### src/rtl/spart_pkg.sv
// -----------------------------------------------------------------------------
// spart_pkg
// Shared definitions for the SPART receiver and transmitter: default
// oversampling ratio, default frame width and the receive FSM state encoding.
// No ports (package).
// -----------------------------------------------------------------------------
package spart_pkg;

   // Baud-tick enables per bit period and data bits per frame.
   localparam int SPART_OVERSAMPLE = 16;
   localparam int SPART_DATA_BITS  = 8;

   typedef enum logic [1:0] {
      ST_IDLE  = 2'd0,
      ST_START = 2'd1,
      ST_DATA  = 2'd2,
      ST_STOP  = 2'd3
   } spart_state_e;

endpackage

### src/rtl/spart_sync2.sv
// -----------------------------------------------------------------------------
// spart_sync2
// Two-flop synchronizer for a single asynchronous input. Both flops load
// RESET_VAL on reset so the synchronized output starts from a known level.
//
// Ports:
//   clk  in   system clock
//   rst  in   synchronous active-high reset
//   d    in   asynchronous input
//   q    out  synchronized output (two clk of latency)
// -----------------------------------------------------------------------------
module spart_sync2 #(
   parameter logic RESET_VAL = 1'b1
) (
   input  logic clk,
   input  logic rst,
   input  logic d,
   output logic q
);

   logic meta;

   always_ff @(posedge clk) begin
      if (rst) begin
         meta <= RESET_VAL;
         q    <= RESET_VAL;
      end else begin
         meta <= d;
         q    <= meta;
      end
   end

endmodule

### src/rtl/spart_rx.sv
// -----------------------------------------------------------------------------
// spart_rx
// Oversampling UART-style receiver. The serial line is synchronized, a start
// bit is qualified at its middle, data bits are sampled at their middles
// (LSB first) and the stop bit is sampled at its middle, at which point the
// byte is moved to the holding register and the FSM returns to IDLE so the
// next start edge can be caught even if the stop bit is short.
//
// Ports:
//   clk           in   system clock, all state on rising edge
//   rst           in   synchronous active-high reset
//   receive_baud  in   one-cycle enable at OVERSAMPLE x bit rate
//   rxd           in   asynchronous serial line, idle high
//   rx_read       in   one-cycle pop of the holding register
//   rx_data       out  holding register, last completed byte
//   rda           out  receive data available
//   framing_err   out  sticky: a stop bit was sampled low
//   overrun_err   out  sticky: a byte completed while rda was already high
//   state_dbg     out  current receive FSM state
//
// Holding-register handshake: rda is the valid flag for rx_data and rx_read
// is the consumer's acknowledge. A pop takes effect only on a cycle where rda
// is high; rx_read while rda is low is ignored. A pop and a new byte landing
// on the same cycle count as "old byte consumed, new byte delivered": rda
// stays high, overrun is not flagged and the error flags restart from this
// frame. All outputs are registered.
// -----------------------------------------------------------------------------
module spart_rx
   import spart_pkg::*;
#(
   parameter int OVERSAMPLE = SPART_OVERSAMPLE,
   parameter int DATA_BITS  = SPART_DATA_BITS
) (
   input  logic                 clk,
   input  logic                 rst,
   input  logic                 receive_baud,
   input  logic                 rxd,
   input  logic                 rx_read,
   output logic [DATA_BITS-1:0] rx_data,
   output logic                 rda,
   output logic                 framing_err,
   output logic                 overrun_err,
   output spart_state_e         state_dbg
);

   localparam int TW = $clog2(OVERSAMPLE);
   localparam int BW = $clog2(DATA_BITS);

   // Half a bit after the start edge is detected, and one full bit later.
   localparam logic [TW-1:0] TICK_MID = TW'(OVERSAMPLE / 2 - 1);
   localparam logic [TW-1:0] TICK_END = TW'(OVERSAMPLE - 1);
   localparam logic [BW-1:0] BIT_LAST = BW'(DATA_BITS - 1);

   logic                 rxd_s;

   spart_state_e         state;
   spart_state_e         state_nxt;
   logic [TW-1:0]        tick_cnt;
   logic [TW-1:0]        tick_nxt;
   logic [BW-1:0]        bit_cnt;
   logic [BW-1:0]        bit_nxt;
   logic [DATA_BITS-1:0] shift_reg;
   logic [DATA_BITS-1:0] shift_nxt;

   logic                 load;      // stop bit sampled this cycle
   logic                 stop_bad;  // ... and it was low
   logic                 rd_take;   // effective pop

   spart_sync2 #(
      .RESET_VAL (1'b1)
   ) u_sync (
      .clk (clk),
      .rst (rst),
      .d   (rxd),
      .q   (rxd_s)
   );

   // --------------------------------------------------------------------------
   // FSM and sampling datapath registers
   // --------------------------------------------------------------------------
   always_ff @(posedge clk) begin
      if (rst) begin
         state     <= ST_IDLE;
         tick_cnt  <= '0;
         bit_cnt   <= '0;
         shift_reg <= '0;
      end else begin
         state     <= state_nxt;
         tick_cnt  <= tick_nxt;
         bit_cnt   <= bit_nxt;
         shift_reg <= shift_nxt;
      end
   end

   // --------------------------------------------------------------------------
   // Next-state logic; nothing moves except on baud-tick cycles.
   // --------------------------------------------------------------------------
   always_comb begin
      state_nxt = state;
      tick_nxt  = tick_cnt;
      bit_nxt   = bit_cnt;
      shift_nxt = shift_reg;
      load      = 1'b0;
      stop_bad  = 1'b0;

      if (receive_baud) begin
         case (state)
            ST_IDLE: begin
               if (!rxd_s) begin
                  state_nxt = ST_START;
                  tick_nxt  = '0;
               end
            end

            ST_START: begin
               if (tick_cnt == TICK_MID) begin
                  tick_nxt = '0;
                  if (!rxd_s) begin
                     state_nxt = ST_DATA;
                     bit_nxt   = '0;
                  end else begin
                     // Line went back high before mid-start: glitch, ignore.
                     state_nxt = ST_IDLE;
                  end
               end else begin
                  tick_nxt = tick_cnt + TW'(1);
               end
            end

            ST_DATA: begin
               if (tick_cnt == TICK_END) begin
                  shift_nxt = {rxd_s, shift_reg[DATA_BITS-1:1]};
                  tick_nxt  = '0;
                  bit_nxt   = bit_cnt + BW'(1);
                  if (bit_cnt == BIT_LAST) begin
                     state_nxt = ST_STOP;
                  end
               end else begin
                  tick_nxt = tick_cnt + TW'(1);
               end
            end

            ST_STOP: begin
               if (tick_cnt == TICK_END) begin
                  // Leave at mid-stop so a short stop bit still lets the
                  // next start edge be seen.
                  load      = 1'b1;
                  stop_bad  = !rxd_s;
                  tick_nxt  = '0;
                  state_nxt = ST_IDLE;
               end else begin
                  tick_nxt = tick_cnt + TW'(1);
               end
            end

            default: begin
               state_nxt = ST_IDLE;
               tick_nxt  = '0;
            end
         endcase
      end
   end

   // --------------------------------------------------------------------------
   // Holding register and status flags
   // --------------------------------------------------------------------------
   assign rd_take = rx_read & rda;

   always_ff @(posedge clk) begin
      if (rst) begin
         rx_data     <= '0;
         rda         <= 1'b0;
         framing_err <= 1'b0;
         overrun_err <= 1'b0;
      end else if (load) begin
         rx_data <= shift_reg;
         rda     <= 1'b1;
         if (rd_take) begin
            // Previous byte consumed this cycle: flags describe only the new one.
            overrun_err <= 1'b0;
            framing_err <= stop_bad;
         end else begin
            overrun_err <= overrun_err | rda;
            framing_err <= framing_err | stop_bad;
         end
      end else if (rd_take) begin
         rda         <= 1'b0;
         framing_err <= 1'b0;
         overrun_err <= 1'b0;
      end
   end

   assign state_dbg = state;

endmodule

### config.mk
export PLATFORM = sky130hd
export DESIGN_NAME = spart_rx
export DESIGN_NICKNAME = d
export VERILOG_FILES = /design/src/rtl/spart_pkg.sv /design/src/rtl/spart_sync2.sv /design/src/rtl/spart_rx.sv
export SDC_FILE = /design/constraint.sdc
export NUM_CORES = 1
export LEC_CHECK = 0
export BUFFER_PORTS_ARGS = -buffer_cell sky130_fd_sc_hd__buf_2
export CORE_ASPECT_RATIO = 1.25
export CORE_UTILIZATION = 55
export CTS_BUF_LIST = sky130_fd_sc_hd__clkbuf_16
export CTS_CLUSTER_DIAMETER = 40
export CTS_CLUSTER_SIZE = 16
export DETAILED_ROUTE_END_ITERATION = 16
export PLACE_DENSITY = 0.87
export SYNTH_ARGS = -nofsm -noshare
export SYNTH_HDL_FRONTEND = slang
export SYNTH_SLANG_ARGS = --single-unit
### constraint.sdc
create_clock -name clk -period 2 [get_ports clk]
set_input_delay 0.3 -clock clk [delete_from_list [all_inputs] [get_ports clk]]
set_output_delay 0.3 -clock clk [all_outputs]
set_load 0.01 [all_outputs]
-- Word-level counts from Yosys, hierarchy flattened
Index checks and enable logic that the tools add are counted.
- register bits after elaboration: 30
- output and inout bits: 13
- logic and storage cells: 63
- bits of input ports: 5
- bitwise logic cells: 3
- equality and inequality tests: 12
- reductions and logical operators: 9
- mux-type cells: 27
- add/subtract/negate cells: 2
- operator list (cell ; number):
    $mux 1 ; 12
    $mux 2 ; 6
    $mux 4 ; 3
    $ne 2x2->1 const B ; 6
    $pmux 4 s3 ; 1
    $mux 3 ; 3
    $pmux 2 s4 ; 1
    $pmux 3 s2 ; 1
    $reduce_and 6->1 ; 1
    $reduce_and 5->1 ; 1
    $add 4x1->4 const B ; 1
    $eq 2x2->1 const B ; 2
    $eq 4x3->1 const B ; 1
    $eq 4x4->1 const B ; 1
    $reduce_bool 2->1 ; 2
    $add 3x1->3 const B ; 1
    $eq 3x3->1 const B ; 1
    $reduce_and 3->1 ; 1
    $eq 2x1->1 const B ; 1
    $logic_not 2->1 ; 1
    $or 1x1->1 ; 2
    $reduce_and 2->1 ; 1
    $reduce_or 2->1 ; 1
    $and 1x1->1 ; 1
    $logic_not 1->1 ; 1

-- Longest topological paths before layout
Gate-level depths: netlist (run 1).
- depth in word-level cells: 7
- depth in mapped cells: 6
- depth with buffers taken out: 5

-- By module
Synthesis (run 1) repeated with hierarchy kept, for this count alone.
- cell total of the unflattened synthesis: 140
- area total of the unflattened synthesis: 1248.7 um^2
- modules (own cells, without submodules) (module ; cells each ; times used ; area each (um^2) ; seq. area each (um^2)):
    spart_rx ; 136 ; 1 ; 1196.1 ; 560.5
    spart_sync2 ; 4 ; 1 ; 52.6 ; 40.0

-- Worst setup path after synthesis (run 1)
No wires, ideal clock.
- path type: register to register
- start point: register tick_cnt[0]
- end point: register state[0] (netlist: state_dbg[0])
- path buffers: 0
- clock period less this slack: 1444 ps
- setup slack: 556 ps
- data required time: 1930 ps
- data arrival time: 1374 ps
- setup time: 70 ps
- stages on the path, launching flop included: 6
- cell sequence: dfxtp_1 ha_1 and2_4 a21boi_2 or4b_1 a21oi_1
- word-level cells in the longest chain between the ends: 3
- elaborated cells on any way between the ends: 6
- classes of those cells: 5 x eq/ne; 1 x reduce/logical
- RTL lines (what ; RTL line ; text):
    start, declared ; spart_rx.sv:58 ; logic [TW-1:0] tick_cnt;
    start signal, assigned ; spart_rx.sv:89 ; tick_cnt <= tick_nxt;
    $eq 4x4->1 or $eq 4x3->1 (tied branches) ; spart_rx.sv:131, spart_rx.sv:144, spart_rx.sv:116 ;
    $ne 2x2->1 (no line) ; - ;
    $reduce_and 6->1 (no line) * ; - ;
    end signal, assigned ; spart_rx.sv:88 ; state <= state_nxt;
    end, declared ; spart_rx.sv:56 ; spart_state_e state;
Mark *: on every way between the ends. The rest lies on a longest branch, timed or not.
A chain may end at the register's enable or synchronous reset.

-- Worst setup path after layout (run 1)
- start point: register tick_cnt[0]
- end point: register shift_reg[7]
- word-level cells in the longest chain between the ends: 2
- RTL lines (what ; RTL line ; text):
    $eq 4x4->1 ; spart_rx.sv:131 ; if (tick_cnt == TICK_END) begin
    $reduce_and 3->1 (no line) ; - ;
    end signal, assigned ; spart_rx.sv:91 ; shift_reg <= shift_nxt;
    end, declared ; spart_rx.sv:62 ; logic [DATA_BITS-1:0] shift_reg;
No other way between the ends.

==> results by group, run 1 <==
Logic synthesis
  – Proportion of synthesized chip area in sequential cells: 47.24%
  – EDFF count, synth: 0
  – Mean area per synthesized cell: 9.487 um2
  – Synth area leader: sky130_fd_sc_hd__dfxtp_1
  – Async set-or-reset flop fraction in the synthesized netlist: 0%
  – Flip-flop and latch count after synthesis: 30
  – Top-area cell type share of the netlist area: 47.24%
  – Syn Std Cell Area: 1271 um2
  – Number of warning messages in the yosys log: 0
  – Most frequently used flop master after synthesis: sky130_fd_sc_hd__dfxtp_1
  – Synth Net Count: 142
  – Syn Inst Count: 134
  – Count of cell types in the netlist: 31
  – Largest cells by area after synthesis: sky130_fd_sc_hd__dfxtp_1 (47%), sky130_fd_sc_hd__mux2i_1 (17%), sky130_fd_sc_hd__nor2_1 (6.5%)

Place
  – Post-DP HPWL: 1620 um
  – Standard cell area after detailed placement: 1375 um2
  – Post-placement setup slack: 0.2790 ns
  – Total instance count after detailed placement: 176
  – Final estimated routing congestion in global placement: 0.8456
  – PortBufs: 17

Power and ir drop
  – Power Density: 876.4 nW/um2
  – Design Power: 1.329 mW
  – Static leakage: 0.6772 nW
  – Maximum resistive drop on vdd: 1036 uV

STA
  – Relative max-transition margin: 67.19%
  – Total count of hold-check failures in the final report: 0
  – Final setup violating endpoints: 0
  – Skew final: 0.002842 ns
  – Maximum clock rate: 562.2 MHz
  – Final worst-path cycle share: 88.94%
  – Worst setup slack after layout: 0.2213 ns
  – Least-Margin Pin Slew: 0.4922 ns
  – Final TNS setup: 0 ns
  – Unrepaired setup endpoints after global routing: no
  – Tightest hold margin: 0.2177 ns
  – Min cycle time layout: 1.779 ns
  – Number of slew-limit violations in the final report: 0

Min path
  – Kind of path behind the tightest hold check: in2reg

Flow run
  – Number of max-cap violations: 0

Global routing
  – Number of antenna violations at the first check in global routing: 0
  – Global-route wire length before repair: 4084 um
  – Largest net degree at the start of global routing: 32
  – Combined global-route utilization of all metal layers: 22.26%
  – Sum of overflow across all layers after global routing: 0
  – Number of global-route vias before repair: 958

Clock network
  – Post-CTS Setup Bufs: 0
  – Inserted Clock Buffers: 5
  – Post_cts resized: 0
  – Clk slew on worst S/H paths: 0.05 ns
  – Clock Latency Late Sink: 0.27 ns
  – CTS sink cnt: 30
  – Max Root-Sink Buffers: 2
  – CTS tree: yes
  – Clk root buf: sky130_fd_sc_hd__clkbuf_16
  – Number of buffers added to fix hold violations after cts: 0
  – H-Tree Level Count: 2

Final layout
  – Cell area after layout: 1516 um2
  – Fill cell total of the finished layout: 169
  – Net count reported at finish: 160
  – Number of antenna diodes: 0
  – Most common cell after layout, fill and taps aside: sky130_fd_sc_hd__dfxtp_1
  – Layout cell share with drive strength beyond 1: 20.26%
  – Fin util: 69.34%
  – Area delta synth->final: 19.29%
  – Most frequent cells in the layout: sky130_fd_sc_hd__dfxtp_1 (30), sky130_fd_sc_hd__nor2_1 (22), sky130_fd_sc_hd__mux2i_1 (21), sky130_fd_sc_hd__buf_2 (17), sky130_fd_sc_hd__nand2_1 (9)
  – Post-layout instance count excluding filler cells: 184

Drt
  – Via density: 5.446
  – Number of vias in the routed layout: 1002
  – Routed wire length: 2322 um
  – Antenna-violating nets left: 0
  – DR DRC count: 0
  – Routed length per placed instance: 12.62 um
  – Total iterations of the first detailed-routing run: 4
  – Number of DRC markers after the initial detailed-route iteration: 19

Setup path
  – Required arrival time at the worst endpoint: 2.13 ns
  – Type of the worst setup path: reg2reg
  – Critical path endpoint category: flop
  – Maximum net fanout on the critical path: 8
  – Arrival time worst endpoint: 1.91 ns
  – Worst setup SP type: flop

Floorplan
  – Die Area: 2509 um2
  – Die Y-Extent: 55.75 um
  – Number of top-level design ports: 18
  – Horizontal die dimension: 45 um
  – Number of rows created at floorplan: 19
  – Placeable Area: 2187 um2
  – Starting utilization of the core area: 58.12%

Outcome
  – Run status: finished, final reports clean
==> synth_stat cells, types with 2 or more instances <==
library cell and n:
sky130_fd_sc_hd__nor2b_1 4, sky130_fd_sc_hd__clkbuf_1 4, sky130_fd_sc_hd__inv_1 2, sky130_fd_sc_hd__nor2_1 22, sky130_fd_sc_hd__dfxtp_1 30, sky130_fd_sc_hd__or2_2 2, sky130_fd_sc_hd__nand2b_1 5, sky130_fd_sc_hd__ha_1 3
sky130_fd_sc_hd__mux2i_1 21, sky130_fd_sc_hd__nand3_1 4, sky130_fd_sc_hd__nand2_1 9, sky130_fd_sc_hd__buf_2 4, sky130_fd_sc_hd__a21oi_1 6
==> path summary, 6_finish.rpt <==
check,startpoint,end,slack [ns],cells past startpoint
worst max register to register,tick_cnt[0],shift_reg[7],0.22,5
worst max-delay path,tick_cnt[0],shift_reg[7],0.22,5
worst min-delay path,rxd,u_sync.meta,0.22,2
worst min register to register,u_sync.meta,u_sync.q,0.41,1
==> report_power, final <==
| part | switching (mW) | internal [mW] |
|---|---|---|
| clock network | 0.246 | 0.452 |
| registers | 0.00407 | 0.602 |
| logic | 0.0160 | 0.00904 |
==> layer usage <==
| metal | share of wire [%] | global-route usage [%] | vias up | wire, um |
|---|---|---|---|---|
| li1 | - | - | 493 | - |
| met1 | 43 | 25.68 | 472 | 1002 |
| met2 | 50 | 35.61 | 29 | 1153 |
| met3 | 4.5 | 8.117 | 8 | 105 |
| met4 | 2.6 | 9.957 | 0 | 61 |
| met5 | 0 | 0 | - | 0 |
==> worst max-delay path, stage by stage (launching register included) <==
cell	delay, ns
sky130_fd_sc_hd__dfxtp_1	0.37
sky130_fd_sc_hd__ha_1	0.23
sky130_fd_sc_hd__and4_1	0.25
sky130_fd_sc_hd__and3_1	0.47
sky130_fd_sc_hd__mux2i_1	0.25
sky130_fd_sc_hd__nor2_1	0.07
==> logic make-up after synthesis <==
kind of cell / Yosys count / synth area share (%)
buffers and inverters: 11 / 3.937
DFF: 30 / 47.24
AOI/OAI and AO/OA: 17 / 9.352
muxes: 21 / 16.54
and+or+nand+nor: 51 / 19.29
xor gates and xnor gates: 1 / 0.6891
adders and majority gates: 3 / 2.953
==> layout make-up <==
cell class	instances	area [um2]	share of cell area, %
tap	31	38.79	2.558
timing repair buffer	20	107.6	7.096
inverter	2	7.507	0.4951
multi-input combinational	93	620.6	40.92
clock buffer	5	125.1	8.251
sequential	30	600.6	39.60
clock inverter	3	16.27	1.073
No activity file was read; power rests on OpenSTA's default activity.
==> run 2, diff against run 1 <==
Settings changed: CORE_UTILIZATION 55 to 50, CTS_CLUSTER_DIAMETER 40 to 50, PLACE_DENSITY 0.87 to 0.81, SYNTH_HIERARCHICAL from default to 1.
==> run 2 against run 1 <==
Compared with the run above:
- design area up 0.91%
- combinational power up 8%
- register-to-register slack better by 0.10 ns
- hold slack worse by 0.012 ns
- routed wire length up 3.7%
- non-clock buffer count down 2
- sequential cell count unchanged
- die area up 7.7%
- worst setup slack better by 0.10 ns
- power up 20%
- clock skew up 0.0042 ns
- critical path depth unchanged
==> results by group, run 2 <==
STA
  – Maximum clock rate: 595.8 MHz
  – Min cycle time layout: 1.679 ns
  – Least-Margin Pin Slew: 0.5074 ns
  – Unrepaired setup endpoints after global routing: no
  – Relative max-transition margin: 66.17%
  – Number of slew-limit violations in the final report: 0
  – Final setup violating endpoints: 0
  – Final worst-path cycle share: 83.93%
  – Total count of hold-check failures in the final report: 0
  – Worst setup slack after layout: 0.3215 ns
  – Tightest hold margin: 0.2057 ns
  – Skew final: 0.007009 ns
  – Final TNS setup: 0 ns

Logic synthesis
  – Async set-or-reset flop fraction in the synthesized netlist: 0%
  – Library cell with the highest instance count after synthesis: sky130_fd_sc_hd__dfxtp_1
  – Mean area per synthesized cell: 8.919 um2
  – Proportion of synthesized chip area in sequential cells: 48.10%
  – EDFF count, synth: 0
  – Synth area leader: sky130_fd_sc_hd__dfxtp_1
  – Syn Inst Count: 140
  – List of most frequent post-synthesis cells: sky130_fd_sc_hd__dfxtp_1 (30), sky130_fd_sc_hd__nand2_1 (24), sky130_fd_sc_hd__a21oi_1 (15)
  – Number of warning messages in the yosys log: 6
  – Top-area cell type share of the netlist area: 48.10%
  – Count of cell types in the netlist: 33
  – Syn Std Cell Area: 1249 um2
  – Flip-flop and latch count after synthesis: 30
  – Synth Net Count: 148
  – Most frequently used flop master after synthesis: sky130_fd_sc_hd__dfxtp_1
  – Largest cells by area after synthesis: sky130_fd_sc_hd__dfxtp_1 (48%), sky130_fd_sc_hd__mux2i_1 (8.8%), sky130_fd_sc_hd__nand2_1 (7.2%)

Setup path
  – Sequence of cells on the critical path: ha_1 -> and4_1 -> and2b_1 -> a21oi_1 -> a211oi_1
  – Required arrival time at the worst endpoint: 2.19 ns
  – RR Startpoint: tick_cnt[0]
  – Critical-path top delay cell: sky130_fd_sc_hd__dfxtp_1
  – Worst setup SP type: flop
  – Type of the worst setup path: reg2reg
  – Critical path endpoint category: flop
  – Register-to-Register Setup Slack: 0.32 ns
  – Worst flop-to-flop path endpoint: overrun_err
  – Maximum net fanout on the critical path: 10
  – Number of cells on the worst reg-to-reg path: 5
  – Delay of the slowest cell on the worst path: 0.36 ns
  – Arrival time worst endpoint: 1.86 ns

Place
  – Post-placement setup slack: 0.3092 ns
  – Post-DP HPWL: 1624 um
  – Final estimated routing congestion in global placement: 0.7461
  – Standard cell area after detailed placement: 1341 um2
  – PortBufs: 17

Clock network
  – Clk root buf: sky130_fd_sc_hd__clkbuf_16
  – Post-CTS Setup Bufs: 0
  – CTS sink cnt: 30
  – Number of buffers added to fix hold violations after cts: 0
  – Max Root-Sink Buffers: 2
  – Inserted Clock Buffers: 5
  – Clock Latency Late Sink: 0.28 ns
  – CTS tree: yes
  – Post_cts resized: 0
  – H-Tree Level Count: 2
  – Clk slew on worst S/H paths: 0.05 ns

Floorplan
  – Starting utilization of the core area: 54.71%
  – Horizontal die dimension: 46.70 um
  – Number of top-level design ports: 18
  – Die Area: 2703 um2
  – Die Y-Extent: 57.88 um
  – Placeable Area: 2282 um2
  – Number of rows created at floorplan: 19

Drt
  – Routed wire length: 2409 um
  – Routed length per placed instance: 12.75 um
  – Number of DRC markers after the initial detailed-route iteration: 23
  – DR DRC count: 0
  – Antenna-violating nets left: 0
  – Number of vias in the routed layout: 1016
  – Via density: 5.376
  – Total iterations of the first detailed-routing run: 4

Global routing
  – Global-route wire length before repair: 3981 um
  – Largest net degree at the start of global routing: 33
  – Met2 capacity usage during global routing: 33.73%
  – Combined global-route utilization of all metal layers: 21.26%
  – Sum of overflow across all layers after global routing: 0
  – Met1 GRT Util: 23.86%
  – Most used routing layer in global routing: met2
  – Number of antenna violations at the first check in global routing: 0
  – Met3 track demand over resource in global routing: 9.346%
  – Number of global-route vias before repair: 931

Final layout
  – Most frequent cells in the layout: sky130_fd_sc_hd__dfxtp_1 (30), sky130_fd_sc_hd__nand2_1 (24), sky130_fd_sc_hd__buf_2 (17), sky130_fd_sc_hd__a21oi_1 (15), sky130_fd_sc_hd__nor2_1 (13)
  – Area delta synth->final: 22.55%
  – Cell area after layout: 1530 um2
  – Net count reported at finish: 165
  – Layout cell share with drive strength beyond 1: 18.35%
  – Number of antenna diodes: 0
  – Most common cell after layout, fill and taps aside: sky130_fd_sc_hd__dfxtp_1

Power and ir drop
  – Power Density: 1040 nW/um2
  – Maximum resistive drop on vdd: 866.0 uV
  – Static leakage: 0.6005 nW
  – Design Power: 1.592 mW

Min path
  – Worst Hold Launch: rxd
  – Worst-case hold path end point: u_sync/meta
  – Kind of path behind the tightest hold check: in2reg
  – Worst Hold Depth: 2

Outcome
  – Run status: finished, final reports clean

Flow run
  – Number of max-cap violations: 0
-- run 2: critical path: cells and delay by family (launching register included) --
| family | cells | cell delay (ns) |
|---|---|---|
| fa+ha+maj | 1 | 0.27 |
| compound gates | 2 | 0.31 |
| flops | 1 | 0.36 |
| simple gates | 2 | 0.66 |
-- run 2: worst max-delay path by stage --
stage	to	start	cells past startpoint
finish	overrun_err	tick_cnt[0]	5
global route	overrun_err	tick_cnt[0]	5
CTS	rx_data[5]	tick_cnt[0]	5
detailed placement	overrun_err	tick_cnt[0]	5
global placement	overrun_err	tick_cnt[0]	5
floorplan	framing_err	tick_cnt[0]	7
-- run 2: through the flow --
step           cells  util, %
2_1_floorplan    140        -
5_1_grt          189    67.05
4_1_cts          189    67.05
3_3_place_gp     181    58.77
3_5_place_dp     181    58.77
6_report         189    67.05
-- run 2: cell type report --
class,instances,area [um2]
Clock buffer,5,125.1
Timing Repair Buffer,18,92.59
Fill cell,208,752.0
Inverter,3,11.26
Sequential cell,30,600.6
Clock inverter,3,63.81
Tap cell,31,38.79
Multi-Input combinational cell,99,598.1
-- run 2: logic make-up (layout without fill, tap and decap cells) --
family                   count (synthesis)  after routing  synth area share, %
AND/OR/NAND/NOR                         58             58                22.15
flip-flops                              30             30                48.10
AO/OA/AOI/OAI                           26             26                12.12
multiplexers                            11             11                8.818
buffers and inverters                   11             29                4.509
adder cells (fa/ha/maj)                  3              3                3.006
XOR/XNOR                                 1              1                1.303
-- run 2: per-layer routing --
metal	part of all wire [%]	vias up
met2	51	17
met5	0	-
met4	1.1	0
li1	-	516
met1	43	479
met3	5.1	4
-- run 2: report_power, final --
part | internal [mW] | total, mW | switching, mW
Sequential | 0.602 | 0.605 | 0.00328
Clock | 0.707 | 0.960 | 0.252
Combinational | 0.00963 | 0.0269 | 0.0173
